File: config.mk
export PLATFORM = sky130hd
export DESIGN_NAME = mod_inverse_flat
export DESIGN_NICKNAME = d
export VERILOG_FILES = /design/src/rtl/mod_inverse_if.sv /design/src/rtl/mod_inverse.sv /design/src/flat_wrapper.sv
export SDC_FILE = /design/constraint.sdc
export NUM_CORES = 1
export LEC_CHECK = 0
export CORE_MARGIN = 2
export CORE_UTILIZATION = 34
export DETAILED_ROUTE_END_ITERATION = 12
export PLACE_DENSITY = 0.47
export SETUP_SLACK_MARGIN = 0.15
export SYNTH_ARGS = -nofsm -noshare
export SYNTH_HDL_FRONTEND = slang
export SYNTH_SLANG_ARGS = --single-unit
export TNS_END_PERCENT = 5
File: constraint.sdc
create_clock -name clk -period 8.3 [get_ports clk]
set_input_delay 1.66 -clock clk [delete_from_list [all_inputs] [get_ports clk]]
set_output_delay 1.66 -clock clk [all_outputs]
set_load 0.02 [all_outputs]
File: src/rtl/mod_inverse_if.sv
// Start/ready/done handshake bundle for the modular inverse unit.
interface mod_inverse_if #(
  parameter int DATA_W = 14
);
  logic              start;
  logic [DATA_W-1:0] a_in;
  logic              ready;
  logic              done;
  logic [DATA_W-1:0] inv_out;
  logic              err;

  modport master (output start, a_in, input ready, done, inv_out, err);
  modport slave  (input start, a_in, output ready, done, inv_out, err);
endinterface

File: src/rtl/mod_inverse.sv
// Modular inverse over Z_q via Fermat (a^(q-2)), left-to-right square-and-multiply
// driving one 4-stage Barrett multiplier serially.
module mod_inverse #(
  parameter int DATA_W = 14,
  parameter int Q      = 12289,
  parameter int EXP    = 12287
) (
  input logic          clk,
  input logic          rst,
  mod_inverse_if.slave bus
);

  localparam int K       = 2 * DATA_W;
  localparam int M_W     = DATA_W + 1;
  localparam int QM_W    = K + M_W;
  localparam int EXP_LEN = $clog2(EXP + 1);
  localparam int IDX_W   = $clog2(EXP_LEN);

  localparam longint unsigned BM_L = (64'd1 << K) / 64'(Q);
  localparam logic [M_W-1:0]     BM    = M_W'(BM_L);
  localparam logic [DATA_W-1:0]  Q_D   = DATA_W'(Q);
  localparam logic [DATA_W:0]    Q_W1  = {1'b0, Q_D};
  localparam logic [EXP_LEN-1:0] EXP_V = EXP_LEN'(EXP);

  typedef enum logic [2:0] {IDLE, REJ, SQR, WAIT_S, MUL, WAIT_M, FIN, DONE} state_t;

  // Barrett leaves r in [0, 2q); one conditional subtract completes the reduction.
  function automatic logic [DATA_W-1:0] reduce_once(input logic [DATA_W:0] r);
    logic [DATA_W:0] s;
    s = (r >= Q_W1) ? (r - Q_W1) : r;
    return DATA_W'(s);
  endfunction

  state_t              state;
  logic                rdy;
  logic                dn;
  logic                err_flag;
  logic                bad;
  logic [DATA_W-1:0]   result;
  logic [DATA_W-1:0]   acc;
  logic [DATA_W-1:0]   a_reg;
  logic [IDX_W-1:0]    idx;

  logic [DATA_W-1:0]   opa_p0, opb_p0;
  logic                vld_p0, vld_p1, vld_p2, vld_p3;
  logic [K-1:0]        prod_p1, prod_p2;
  logic [DATA_W-1:0]   qhat_p2;
  logic [DATA_W-1:0]   res_p3;
  logic [QM_W-1:0]     qm_p1;
  logic [DATA_W:0]     r_p2;

  assign bus.ready   = rdy;
  assign bus.done    = dn;
  assign bus.inv_out = result;
  assign bus.err     = err_flag;

  assign qm_p1 = QM_W'(prod_p1) * QM_W'(BM);
  assign r_p2  = (DATA_W + 1)'(prod_p2) - ({1'b0, qhat_p2} * Q_W1);

  always_ff @(posedge clk) begin
    if (rst) begin
      state    <= IDLE;
      rdy      <= 1'b1;
      dn       <= 1'b0;
      err_flag <= 1'b0;
      result   <= '0;
      bad      <= 1'b0;
      acc      <= '0;
      a_reg    <= '0;
      idx      <= '0;
      vld_p0   <= 1'b0;
    end else begin
      vld_p0 <= 1'b0;
      dn     <= 1'b0;
      case (state)
        IDLE: begin
          if (bus.start) begin
            rdy   <= 1'b0;
            a_reg <= bus.a_in;
            idx   <= IDX_W'(EXP_LEN - 2);
            if (bus.a_in == '0 || bus.a_in >= Q_D) begin
              bad   <= 1'b1;
              acc   <= '0;
              state <= REJ;
            end else begin
              bad   <= 1'b0;
              acc   <= bus.a_in;
              state <= SQR;
            end
          end
        end
        REJ: state <= FIN;
        SQR: begin
          opa_p0 <= acc;
          opb_p0 <= acc;
          vld_p0 <= 1'b1;
          state  <= WAIT_S;
        end
        WAIT_S: begin
          if (vld_p3) begin
            acc <= res_p3;
            if (EXP_V[idx]) begin
              state <= MUL;
            end else if (idx == '0) begin
              state <= FIN;
            end else begin
              idx   <= idx - 1'b1;
              state <= SQR;
            end
          end
        end
        MUL: begin
          opa_p0 <= acc;
          opb_p0 <= a_reg;
          vld_p0 <= 1'b1;
          state  <= WAIT_M;
        end
        WAIT_M: begin
          if (vld_p3) begin
            acc <= res_p3;
            if (idx == '0) begin
              state <= FIN;
            end else begin
              idx   <= idx - 1'b1;
              state <= SQR;
            end
          end
        end
        FIN: begin
          result   <= acc;
          err_flag <= bad;
          dn       <= 1'b1;
          state    <= DONE;
        end
        DONE: begin
          rdy   <= 1'b1;
          state <= IDLE;
        end
        default: state <= IDLE;
      endcase
    end
  end

  // p0 -> p1: full product; p1 -> p2: Barrett quotient estimate; p2 -> p3: reduced result
  always_ff @(posedge clk) begin
    if (rst) begin
      vld_p1 <= 1'b0;
      vld_p2 <= 1'b0;
      vld_p3 <= 1'b0;
    end else begin
      vld_p1 <= vld_p0;
      vld_p2 <= vld_p1;
      vld_p3 <= vld_p2;
    end
    prod_p1 <= K'(opa_p0) * K'(opb_p0);
    prod_p2 <= prod_p1;
    qhat_p2 <= DATA_W'(qm_p1 >> K);
    res_p3  <= reduce_once(r_p2);
  end

endmodule

File: src/flat_wrapper.sv
// flat-port wrapper written by rule: the top's interface ports become plain ports
module mod_inverse_flat 
#(
  parameter int DATA_W = 14,
  parameter int Q      = 12289,
  parameter int EXP    = 12287
)
  (clk, rst, bus_start, bus_a_in, bus_ready, bus_done, bus_inv_out, bus_err);
  mod_inverse_if #(.DATA_W(DATA_W)) bus_i ();
  input logic clk;
  input logic rst;
  input wire logic [$bits(bus_i.start)-1:0] bus_start;
  input wire logic [$bits(bus_i.a_in)-1:0] bus_a_in;
  output wire logic [$bits(bus_i.ready)-1:0] bus_ready;
  output wire logic [$bits(bus_i.done)-1:0] bus_done;
  output wire logic [$bits(bus_i.inv_out)-1:0] bus_inv_out;
  output wire logic [$bits(bus_i.err)-1:0] bus_err;
  assign bus_i.start = bus_start;
  assign bus_i.a_in = bus_a_in;
  assign bus_ready = bus_i.ready;
  assign bus_done = bus_i.done;
  assign bus_inv_out = bus_i.inv_out;
  assign bus_err = bus_i.err;
  mod_inverse #(.DATA_W(DATA_W), .Q(Q), .EXP(EXP)) u_core (.clk(clk), .rst(rst), .bus(bus_i));
endmodule
==> results.json, run 1 <==
{
  "drt_first_iter_violations": 498,
  "ys_seq_area_share_pct": 17.0,
  "crit_required_ps": 8630,
  "post_cts_buffers": 0,
  "clock_sinks": 157,
  "hp-class": "register to register",
  "io_buffers": 33,
  "die_x_um": 247,
  "grt_use_total_pct": 16.1,
  "worstPathMaxFanout": 7,
  "first_pass_iters": 5,
  "finalSetupViolations": 0,
  "hpwl_mm": 38.1,
  "wl_per_cell_um": 15.8,
  "crit_type": "register to register",
  "via_count": 13900,
  "synth_area_leaders": "fa_1 28%, ha_1 21%, dfxtp_1 13%",
  "grt_pass1_wl_mm": 77.4,
  "fmax_ghz": 0.149,
  "crit_family": "adder cells",
  "crit_arrival_ps": 7030,
  "grt_pass1_vias": 14800,
  "dieArea_um2": 61100,
  "largest_reg_flops": 28,
  "status": "finished, final reports clean",
  "row_count": 89,
  "end_kind": "register",
  "period_share_pct": 80.7,
  "clock_latency_ps": 460,
  "ff2ff_setup_slack_ps": 1600,
  "ys_types": 73,
  "post_cts_resized": 0,
  "synth.most_common_cell": "inv_1",
  "ys_ff_latch": 157,
  "synth-edff-count": 28,
  "ys_warn_count": 0,
  "root_buffer": "clkbuf_16",
  "max_stage_delay_ps": 630,
  "rsz0062_at_grt": "no",
  "worst-path-buf-inv": 4,
  "syn_avg_cell_area_um2": 9.37,
  "tns_ps": 0,
  "yosys.area.top_type": "fa_1",
  "ant_nets": 0,
  "fill_cells": 6051,
  "timing.slew.headroom_pct": 25.2,
  "drv_cap": 0,
  "largestRegisters": "u_core.prod_p1: 28 flops, u_core.prod_p2: 15 flops",
  "multiInputGateArea_um2": 14600,
  "setup_slack_ps": 1600,
  "finalCriticalPeriod_ps": 6700,
  "cts_tree": "built",
  "clockBufferDepth": 2,
  "ys.flop_type": "dfxtp_1",
  "cp_slowest_cell": "dfxtp_1",
  "area_growth_pct": 8.36,
  "io_pins": 34,
  "antenna_cells": 0,
  "coreArea_um2": 58800,
  "antenna_found_initial": 0,
  "tightestPinTransition_ps": 1120,
  "synth_commonest_cells": "502 x inv_1, 333 x ha_1, 283 x fa_1, 213 x nand2_1, 129 x dfxtp_1",
  "cts_buffers": 17,
  "cts_hold_buffers": 0,
  "drive_gt1_share_pct": 3.29,
  "registers.top_by_ff_count": "u_core.prod_p1",
  "crit_top_cell": "fa_1",
  "cp-start-kind": "register",
  "synthesis.nets": 2779,
  "async_flop_share_pct": 0,
  "avgViaCountPerCell": 4.73,
  "die_y_um": 247,
  "cp_cell_sequence": "ha_1 -> inv_1 -> fa_1 -> fa_1 -> inv_1 -> fa_1 -> fa_1 -> inv_1 -> fa_1 -> inv_1 -> ha_1 -> nand3_1 -> or3_1 -> a211oi_1 -> nor4_1 -> a221oi_1 -> o41a_1 -> and4_1 -> nor3_1",
  "gp_congestion": 0.818,
  "h-tree-depth": 4,
  "syn_inst": 2146,
  "final_max_slew_viol_count": 0,
  "regArea_um2": 3420,
  "place_ws_ps": 1670,
  "grt_max_degree": 59,
  "cts.clk_slew.worst_paths_ps": 70,
  "grt_overflow_total": 0,
  "start_util_pct": 34.2,
  "syn-cell-area_um2": 20100,
  "drc": 0,
  "synth_top_area_share_pct": 28.2,
  "wirelength_mm": 46.3,
  "finalHoldViolCount": 0,
  "finClkSkew_ps": 16.6,
  "fin_nets": 2778
}
[logic make-up after synthesis]
logic type,after synthesis,synth area share (%)
adder cells (fa/ha/maj),616,48.9
buffers and inverters,557,10.4
AND/OR/NAND/NOR,487,11.6
AO/OA/AOI/OAI,236,7.76
flip-flops,157,17.0
XOR/XNOR,72,3.17
multiplexers,21,1.14
[metrics by stage]
stage | std cells | hold WS (ps) | util (%) | instance area, µm²
2_1_floorplan | 2146 | 398 | - | 20100
3_3_place_gp | 2899 | 418 | 36.1 | 21200
3_5_place_dp | 2899 | 432 | 36.1 | 21200
4_1_cts | 2931 | 447 | 37.1 | 21800
5_1_grt | 2931 | 471 | 37.1 | 21800
6_report | 2931 | 442 | 37.1 | 21800
[final timing paths]
kind                                        start                  to  depth (start not counted)
worst max-delay path            u_core.prod_p1[9]  u_core.qhat_p2[13]                         19
worst min-delay path                u_core.vld_p2       u_core.vld_p3                          1
worst max register to register  u_core.prod_p1[9]  u_core.qhat_p2[13]                         19
worst min register to register      u_core.vld_p2       u_core.vld_p3                          1
[layout make-up]
type | instances | area share, %
multi-input combinational | 1432 | 67.0
tap | 773 | 4.44
sequential | 157 | 15.7
inverter | 502 | 8.65
clock inverter | 14 | 0.666
clock buffer | 18 | 2.02
timing repair buffer | 35 | 1.56
[metal layers]
layer,wire [µm],track usage [%],part of all wire (%)
met1,21900,21.9,47
met2,22900,27.5,49
met3,1150,2.32,2.5
met4,393,2.91,0.85
met5,0,0,0
[cells in the final DEF (no fill, tap or decap), types with 32 or more instances in the layout]
master           netlist  final
inv_1                502    502
ha_1                 333    333
fa_1                 283    283
nand2_1              213    213
dfxtp_1              129    129
and2_1                94     94
a21oi_1               87     87
nor2_1                71     71
xnor2_1               52     52
clkdlybuf4s50_1        0     32
[worst reg2reg max path: stages, from the launching register on]
cell      delay [ps]
dfxtp_1          630
ha_1             360
inv_1             90
fa_1             410
fa_1             540
inv_1             60
fa_1             500
fa_1             550
inv_1             60
fa_1             530
inv_1             40
ha_1             290
nand3_1          150
or3_1            470
a211oi_1         570
nor4_1           230
a221oi_1         520
o41a_1           290
and4_1           210
nor3_1            50
Power of run 1 is left out: the tool's default activity adds up to more than one toggle a clock period on the data nets, which glitch-free logic cannot reach.
==> inputs of run 2 (changes only) <==
==> constraint.sdc (replaced) <==
create_clock -name clk -period 6.44 [get_ports clk]
set_input_delay 1.288 -clock clk [delete_from_list [all_inputs] [get_ports clk]]
set_output_delay 1.288 -clock clk [all_outputs]
set_load 0.02 [all_outputs]
==> run 2 against run 1 <==
Effect of this change: global-route usage grew 0.23 points; clock skew decreased by 0.82 ps; via count is 1.5% higher; die area stayed put; largest cell class unchanged; highest routed layer unchanged.
==> results.json, run 2 (synthesis results as in run 1) <==
{
  "die_x_um": 247,
  "cts_tree": "built",
  "largest_reg_flops": 28,
  "cp_cell_sequence": "buf_4 -> nand2_1 -> fa_1 -> fa_1 -> inv_1 -> fa_1 -> fa_1 -> fa_1 -> inv_1 -> fa_1 -> inv_1 -> ha_1 -> a2111o_1 -> nand2_1 -> a21oi_1 -> o311a_1 -> o21a_1 -> o21a_1 -> o41ai_2 -> xnor2_1",
  "r2r_cells": 20,
  "first_pass_iters": 5,
  "ff2ff_setup_slack_ps": 400,
  "hp-start": "u_core.prod_p1[7]",
  "grt_use_total_pct": 16.4,
  "cts.clk_slew.worst_paths_ps": 70,
  "crit_required_ps": 6760,
  "fmax_ghz": 0.166,
  "start_util_pct": 34.2,
  "grt_overflow_total": 0,
  "via_count": 14100,
  "finalSetupViolations": 0,
  "tns_ps": 0,
  "rsz0062_at_grt": "yes",
  "ant_nets": 0,
  "io_pins": 34,
  "grt_pass1_wl_mm": 77.6,
  "avgViaCountPerCell": 4.71,
  "status": "finished, final reports clean",
  "die_y_um": 247,
  "drive_gt1_share_pct": 6.18,
  "row_count": 89,
  "grt_pass1_vias": 14600,
  "dp.cells": 2952,
  "final_common_cell": "inv_1",
  "wl_per_cell_um": 16.0,
  "fin_nets": 2836,
  "fin_cells": 2989,
  "cts_buffers": 17,
  "cp_slowest_cell": "fa_1",
  "worst-path-buf-inv": 4,
  "finalCriticalPeriod_ps": 6040,
  "worstSetupStartpoint": "u_core.opa_p0[8]",
  "timing.slew.headroom_pct": 32.0,
  "end_kind": "register",
  "dieArea_um2": 61100,
  "drc": 0,
  "post-route-util_pct": 38.0,
  "grt_max_degree": 59,
  "wirelength_mm": 47.8,
  "drt_first_iter_violations": 581,
  "gp_congestion": 0.831,
  "max_stage_delay_ps": 550,
  "crit_type": "register to register",
  "setup_slack_ps": 401,
  "io_buffers": 33,
  "registers.top_by_ff_count": "u_core.prod_p1",
  "root_buffer": "clkbuf_16",
  "crit_arrival_ps": 6360,
  "clockBufferDepth": 2,
  "clock_sinks": 157,
  "hpwl_mm": 40.7,
  "antenna_cells": 0,
  "crit_top_cell": "fa_1",
  "final_cell_mix": "502 x inv_1, 332 x ha_1, 283 x fa_1",
  "finalHoldViolCount": 0,
  "timing.rr.start": "u_core.opa_p0[8]",
  "largestRegisters": "u_core.prod_p1: 28 flops, u_core.prod_p2: 15 flops",
  "drv_cap": 0,
  "final_max_slew_viol_count": 0,
  "crit_family": "adder cells",
  "place_ws_ps": 18.4,
  "period_share_pct": 93.8,
  "finClkSkew_ps": 15.7,
  "path_depth": 20,
  "cp-start-kind": "register",
  "worstPathMaxFanout": 9,
  "area_growth_pct": 11.1,
  "r2r_end": "u_core.prod_p1[27]",
  "tightestPinTransition_ps": 1020,
  "crit_path_end": "u_core.prod_p1[27]",
  "hp-class": "register to register",
  "antenna_found_initial": 1,
  "coreArea_um2": 58800,
  "h-tree-depth": 4,
  "clock_latency_ps": 450
}
[run 2: changes by cell type in the layout (fill, tap and decap cells not counted), sizes merged]
cell    change
buf        +58
inv         -5
bufinv      +2
clkbuf      +2
clkinv      +1
[run 2: cell type report]
type                            count  area [µm²]
Timing Repair Buffer               93         807
Inverter                          502        1880
Clock buffer                       20         458
Multi-Input combinational cell   1432       14700
Clock inverter                     12         133
Tap cell                          773         967
Fill cell                        6041       36500
Sequential cell                   157        3430
[run 2: routing by layer]
layer  GRT usage (%)  vias to the layer above  routed length (µm)
met4            4.00                        0                 784
li1                -                     6867                   -
met2            27.3                      152               23000
met1            22.6                     7018               23000
met5               0                        -                   0
met3            1.95                       37                 998
[run 2: worst register-to-register path, cell delays in order, from the launching register on]
cell and delay [ps]:
edfxtp_1 470, buf_4 240, nand2_1 100, fa_1 530, fa_1 520, inv_1 60, fa_1 550, fa_1 420
fa_1 490, inv_1 50, fa_1 480, inv_1 40, ha_1 210, a2111o_1 380, nand2_1 80, a21oi_1 100
o311a_1 360, o21a_1 190, o21a_1 220, o41ai_2 310, xnor2_1 110
[run 2: how the worst min path moves through the flow]
stage	depth (start not counted)	endpoint
floorplan	0	u_core.prod_p2[0]
global placement	0	u_core.prod_p2[8]
detailed placement	0	u_core.prod_p2[8]
CTS	0	u_core.prod_p2[7]
global route	0	u_core.prod_p2[7]
finish	0	u_core.prod_p2[7]
[run 2: through the flow]
stage	instance area (µm²)	hold WS, ps
finish	22300	414
global placement	21600	385
CTS	22200	413
detailed placement	21600	402
floorplan	20100	398
global route	22300	419
[run 2: timing repair]
action	4_1_cts	5_1_grt
hold buffers	0	0
pin swaps	0	3
endpoints found under the setup margin	4	12
gates cloned	0	0
buffers inserted	0	5
gates resized for setup	1	18
Power of run 2 is left out for the same reason.
